$ cat src/rtl/puf_challenge_sequencer.sv
// puf_challenge_sequencer
// Walks a run of consecutive challenges into the arbiter PUF array. Each
// challenge is held for a settle window and then sampled NUM_VOTES times.
// The per-bit majority vote is offered on a valid/ready port together with
// the index of the challenge that produced it.
module puf_challenge_sequencer #(
    parameter int CHAL_W        = 16,
    parameter int RESP_W        = 4,
    parameter int SETTLE_CYCLES = 16,
    parameter int NUM_VOTES     = 7
) (
    input  logic              CLK,
    input  logic              RST,
    input  logic              start,
    input  logic [CHAL_W-1:0] base_challenge,
    input  logic [7:0]        count,
    output logic [CHAL_W-1:0] challenge,
    input  logic [RESP_W-1:0] puf_response,
    output logic              busy,
    output logic              resp_valid,
    input  logic              resp_ready,
    output logic [RESP_W-1:0] resp_data,
    output logic [7:0]        resp_index,
    output logic              done
);

    // One counter times both the settle window and the sampling window.
    localparam int CYC_MAX = (SETTLE_CYCLES > NUM_VOTES) ? SETTLE_CYCLES : NUM_VOTES;
    localparam int CYC_W   = $clog2(CYC_MAX + 1);
    localparam int VOTE_W  = $clog2(NUM_VOTES + 1);

    localparam logic [CYC_W-1:0]  SETTLE_LAST = CYC_W'(SETTLE_CYCLES - 1);
    localparam logic [CYC_W-1:0]  VOTES_LAST  = CYC_W'(NUM_VOTES - 1);
    localparam logic [VOTE_W-1:0] VOTE_HALF   = VOTE_W'(NUM_VOTES / 2);

    typedef enum logic [2:0] {
        IDLE,
        APPLY,
        SAMPLE,
        OUTPUT,
        FINISH
    } state_t;

    state_t              state;
    state_t              state_nx;
    logic [CYC_W-1:0]    cyc_cnt;
    logic [7:0]          cnt_q;
    logic [7:0]          idx;
    logic [RESP_W-1:0]   sync_meta;
    logic [RESP_W-1:0]   sync_resp;
    logic [VOTE_W-1:0]   ones [RESP_W];
    logic [RESP_W-1:0]   vote;
    logic                settle_done;
    logic                votes_done;
    logic                last_chal;

    assign settle_done = (cyc_cnt == SETTLE_LAST);
    assign votes_done  = (cyc_cnt == VOTES_LAST);
    assign last_chal   = (idx == cnt_q - 8'd1);

    assign busy       = (state == APPLY) || (state == SAMPLE) || (state == OUTPUT);
    assign done       = (state == FINISH);
    assign resp_index = idx;

    // Two-flop synchroniser: the PUF response is asynchronous to CLK.
    always_ff @(posedge CLK) begin
        // NOTE: sequential state uses non-blocking assignments so every flop
        // samples the pre-edge value; blocking here would collapse the two
        // synchroniser stages into one.
        if (RST) begin
            sync_meta <= '0;
            sync_resp <= '0;
        end else begin
            sync_meta <= puf_response;
            sync_resp <= sync_meta;
        end
    end

    // Per-bit majority: a bit is 1 when strictly more than half the samples were 1.
    always_comb begin
        // NOTE: every combinational output gets a default before any branch,
        // so no path leaves it unassigned and no latch is inferred.
        vote = '0;
        for (int b = 0; b < RESP_W; b++) begin
            vote[b] = (ones[b] > VOTE_HALF);
        end
    end

    // FSM state register.
    always_ff @(posedge CLK) begin
        if (RST) begin
            state <= IDLE;
        end else begin
            state <= state_nx;
        end
    end

    // FSM next-state logic; start is only looked at in IDLE.
    always_comb begin
        state_nx = state;
        case (state)
            IDLE: begin
                if (start) begin
                    state_nx = (count == 8'd0) ? FINISH : APPLY;
                end
            end
            APPLY: begin
                if (settle_done) begin
                    state_nx = SAMPLE;
                end
            end
            SAMPLE: begin
                if (votes_done) begin
                    state_nx = OUTPUT;
                end
            end
            OUTPUT: begin
                if (resp_valid && resp_ready) begin
                    state_nx = last_chal ? FINISH : APPLY;
                end
            end
            FINISH: begin
                state_nx = IDLE;
            end
            default: begin
                state_nx = IDLE;
            end
        endcase
    end

    // Datapath: run capture, window timing, vote accumulation, response handshake.
    always_ff @(posedge CLK) begin
        if (RST) begin
            challenge  <= '0;
            cnt_q      <= '0;
            idx        <= '0;
            cyc_cnt    <= '0;
            resp_valid <= 1'b0;
            resp_data  <= '0;
            // NOTE: the vote counters are a handful of flops, not a RAM, so
            // they are reset like any other register and an aborted run
            // cannot leak partial tallies into the next one.
            for (int b = 0; b < RESP_W; b++) begin
                ones[b] <= '0;
            end
        end else begin
            case (state)
                IDLE: begin
                    if (start && (count != 8'd0)) begin
                        challenge <= base_challenge;
                        cnt_q     <= count;
                        idx       <= '0;
                        cyc_cnt   <= '0;
                        for (int b = 0; b < RESP_W; b++) begin
                            ones[b] <= '0;
                        end
                    end
                end
                APPLY: begin
                    cyc_cnt <= settle_done ? '0 : cyc_cnt + CYC_W'(1);
                end
                SAMPLE: begin
                    cyc_cnt <= votes_done ? '0 : cyc_cnt + CYC_W'(1);
                    for (int b = 0; b < RESP_W; b++) begin
                        ones[b] <= ones[b] + VOTE_W'(sync_resp[b]);
                    end
                end
                OUTPUT: begin
                    if (!resp_valid) begin
                        // Tallies are final; register the vote and offer it.
                        resp_valid <= 1'b1;
                        resp_data  <= vote;
                    end else if (resp_ready) begin
                        resp_valid <= 1'b0;
                        for (int b = 0; b < RESP_W; b++) begin
                            ones[b] <= '0;
                        end
                        if (!last_chal) begin
                            idx       <= idx + 8'd1;
                            challenge <= challenge + CHAL_W'(1);
                        end
                    end
                end
                default: begin
                end
            endcase
        end
    end

endmodule
$ cat config.mk
export PLATFORM = sky130hd
export DESIGN_NAME = puf_challenge_sequencer
export DESIGN_NICKNAME = d
export VERILOG_FILES = /design/src/rtl/puf_challenge_sequencer.sv
export SDC_FILE = /design/constraint.sdc
export NUM_CORES = 1
export LEC_CHECK = 0
export ABC_AREA = 1
export CAP_MARGIN = 10
export CORE_MARGIN = 2
export CORE_UTILIZATION = 35
export DETAILED_ROUTE_END_ITERATION = 16
export GPL_TIMING_DRIVEN = 1
export MAX_ROUTING_LAYER = met4
export PLACE_DENSITY = 0.59
export SYNTH_ARGS = -nofsm -noshare
export SYNTH_HDL_FRONTEND = slang
export SYNTH_SLANG_ARGS = --single-unit
$ cat constraint.sdc
create_clock -name CLK -period 1.9 [get_ports CLK]
set_input_delay 0.38 -clock CLK [delete_from_list [all_inputs] [get_ports CLK]]
set_output_delay 0.38 -clock CLK [all_outputs]
set_load 0.02 [all_outputs]
==> key figures <==
Yosys
  – Cell variety after synth: 35
  – Cell types with the largest area share after synthesis: sky130_fd_sc_hd__dfxtp_1 34%, sky130_fd_sc_hd__nand2_1 14%, sky130_fd_sc_hd__nand3_1 7.6%
  – Synthesis warning total: 0
  – Most common cell in the netlist: sky130_fd_sc_hd__nand2_1
  – Post-Synthesis Cell Area: 3635 um^2
  – Ys async rst share: 0%
  – Number of enable-type register cells in the synthesized netlist: 3
  – Fraction of synthesized cell area taken by the top area cell type: 34.15%
  – Cells after Synth: 535
  – Number of nets in the synthesized netlist: 582
  – Seq cells post-synth: 65
  – Most used flip-flop cell after synthesis: sky130_fd_sc_hd__dfxtp_1
  – Synth Area per Inst: about 6.8 um^2
  – Cell taking the most area after synthesis: sky130_fd_sc_hd__dfxtp_1
  – Portion of the post-synthesis area used by sequential elements: between 30% and 40%
  – Leading cell types by count after synthesis: 131 x sky130_fd_sc_hd__nand2_1, 62 x sky130_fd_sc_hd__dfxtp_1, 60 x sky130_fd_sc_hd__nor2_1, 58 x sky130_fd_sc_hd__inv_1, 55 x sky130_fd_sc_hd__nand3_1

Global route
  – Gr ovfl total: 0
  – Global-route wire length before repair: 16120 um
  – Initial antenna violation count: 0
  – Global Route Usage Sum: 18.29%
  – Maximum number of pins on one net before global-route repair: 29
  – Via count of the first global-routing pass: between 3000 and 4000

Worst setup path
  – Biggest fanout along the worst timing path: 7
  – Arrival @ worst endpoint: approximately 2.2 ns
  – Type of the setup path with the least slack: flop to flop
  – Category of the worst setup path capture point: flop
  – Data required time at the worst endpoint: approximately 2.2 ns
  – Kind of start point of the critical path: flop

Power and ir drop
  – Worst vdd ir: 0.5409 mV
  – Internal: 3.081 mW
  – Switching share of power: 41.88%
  – PwrDens: 1040 nW/um^2
  – Part of the power in registers: 34.1%
  – Switch Pwr: 2.220 mW
  – Clock share of power: 21.5%
  – Portion of total power attributed to combinational logic: ~45%
  – Leakage power figure: 2.239 nW

Route
  – Mean number of vias per cell: 4.796
  – Detail Route Antenna Nets: 0
  – Post-route DRC violation count: 0
  – DRT met1 WL: ~4400 um
  – Detailed route wirelength on metal3: 420 um
  – DR pass1 iterations: 6
  – Final routed wirelength across all metal layers: 9949 um
  – Detail-routed net length per standard cell: roughly 13 um
  – Highest metal layer with signal wires: met4
  – Initial detailed-routing violation count: approximately 160
  – Total met2 wirelength after detailed routing: about 4900 um
  – Total vias in the final route: 3731

STA
  – RSZ-0062 raised after global routing: true
  – Achievable clock frequency: 521.8 MHz
  – Total of endpoints with negative setup slack in the final report: 1
  – Relative max-transition margin: between 70 and 80%
  – Max-slew violation count: 0
  – Tmin final: 1.917 ns
  – Final critical-path setup slack: -0.01662 ns
  – Tcrit/Tclk final: 100.9%
  – Least-Margin Pin Slew: between 0.4 and 0.5 ns
  – Final-report hold violation count: 0
  – Post-Route Hold Slack: 0.4057 ns
  – Worst clock skew on the final layout: 0.01186 ns

Place
  – Count of port buffers added during placement: 62
  – Area after detailed placement: between 4000 and 5000 um^2
  – Post-placement cell count: 752
  – Pre-CTS WS: -0.1472 ns
  – Half-perimeter wire length after placement: approximately 6700 um
  – Final Wtd Congestion: 0.8517

Finish
  – Final non-filler cell total: 778
  – Final design utilization: 50.04%
  – Nets: 684
  – Area growth from synthesis to layout: 40.21%
  – Count of inserted antenna diode cells: 0
  – Share of layout cells above drive strength 1: between 10% and 20%
  – Cell area after layout: approximately 5000 um^2

Clock tree
  – Cell chosen for the clock root: sky130_fd_sc_hd__clkbuf_8
  – CTS tree: built
  – Clock sink count: 65
  – Number of levels in the clock H-tree: 3
  – Clock Path Buffers: 2
  – Skew-Pair Late Insertion Delay: 0.36 ns
  – Clock slew at reported path FFs: 0.08 ns
  – Number of CTS-inserted buffers: 9

Run status
  – Outcome: complete, but fails checks
  – Failing checks: negative setup slack

Floorplan
  – Area of the core: approximately 10000 um^2
  – Width of the chip: 105.9 um
  – Area of the die: around 11000 um^2
  – Die extent in y: 105.9 um
  – Placement Rows: 37
  – Total I/O pin count: 63
  – Initial core utilization: 35.69%

Run
  – Max-cap violations: 0

Worst hold path
  – Type of the most critical hold path: flop to flop
-- placed cells by master (no fill, tap or decap), drive strengths merged, types with 5 or more instances in the layout --
master,Yosys,routed
ha,15,15
buf,11,46
a21oi,51,51
xnor2,5,5
xor2,8,8
nor2,62,62
inv,62,66
nand2,135,138
dfxtp,62,62
nand3,55,55
clkbuf,9,11
nand4,6,6
clkdlybuf4s50,0,56
nor3,8,8
o21ai,28,28
-- layout make-up --
type                       instances  area [um^2]
clock buffer                       9        123.9
clock inverter                     7        61.31
fill                            1022         5089
inverter                          62        232.7
multi-input combinational        391         2125
sequential                        65         1336
tap                              136        170.2
timing repair buffer             108         1047
-- per-layer routing --
metal | global-route usage [%] | vias to the layer above
met2 | 29.31 | 88
met5 | - | -
met3 | 3.250 | 22
met4 | 8.647 | 0
met1 | 22.43 | 1682
li1 | - | 1939
-- timing repair --
action	4_1_cts	5_1_grt
pin swaps	9	11
cloned	3	2
endpoints found under the setup margin	28	33
buffers inserted	6	1
hold buffers	0	0
resized for setup	15	36
-- state kept, by name, indices dropped and copies added (netlist names) --
name and flops:
challenge 16, cnt_q 8, cyc_cnt 5, ones 12, resp_data 4, resp_index 8
resp_valid 1, state 3, sync_meta 4, sync_resp 4
-- power by group through the flow --
| stage | registers (mW) | logic [mW] | clock network (mW) |
|---|---|---|---|
| floorplan | 1.88 | 1.29 | 0 |
| global placement | 1.81 | 2.15 | 0 |
| detailed placement | 1.82 | 2.19 | 0 |
| CTS | 1.80 | 2.29 | 1.17 |
| global route | 1.84 | 2.63 | 1.25 |
| finish | 1.81 | 2.36 | 1.14 |
-- worst paths after layout --
check | depth (start not counted) | startpoint | slack, ns | to
hold / removal | 2 | sync_meta[2] | 0.41 | sync_resp[2]
hold reg to reg | 2 | sync_meta[2] | 0.41 | sync_resp[2]
setup / recovery | 11 | challenge[1] | -0.02 | challenge[8]
setup reg to reg | 11 | challenge[1] | -0.02 | challenge[8]
-- cells by family after synthesis --
logic type	after synthesis	share of synthesized area, %
compound gates	85	12.25
fa+ha+maj	15	5.164
flops	65	36.63
buf+inv	82	9.535
simple gates	273	32.74
mux	2	0.5508
xor+xnor	13	3.133
-- through the flow --
stage | power, mW | TNS, ns
after floorplan | 3.170 | 0
after global placement | 3.963 | -2.139
after detailed placement | 4.007 | -4.594
after CTS | 5.251 | -0.01655
after global routing | 5.721 | -3.624
final | 5.301 | -0.01662
-- critical path: stages (launching register included) --
cell,delay [ns]
sky130_fd_sc_hd__dfxtp_1,0.41
sky130_fd_sc_hd__ha_1,0.22
sky130_fd_sc_hd__nand3_1,0.11
sky130_fd_sc_hd__nor2_1,0.23
sky130_fd_sc_hd__nand2_1,0.12
sky130_fd_sc_hd__nor2_1,0.10
sky130_fd_sc_hd__buf_4,0.15
sky130_fd_sc_hd__a21oi_1,0.07
sky130_fd_sc_hd__nand3b_1,0.16
sky130_fd_sc_hd__nand2_1,0.07
sky130_fd_sc_hd__nand2_1,0.06
sky130_fd_sc_hd__a21oi_2,0.13
Power figures use the tool's default switching activity.
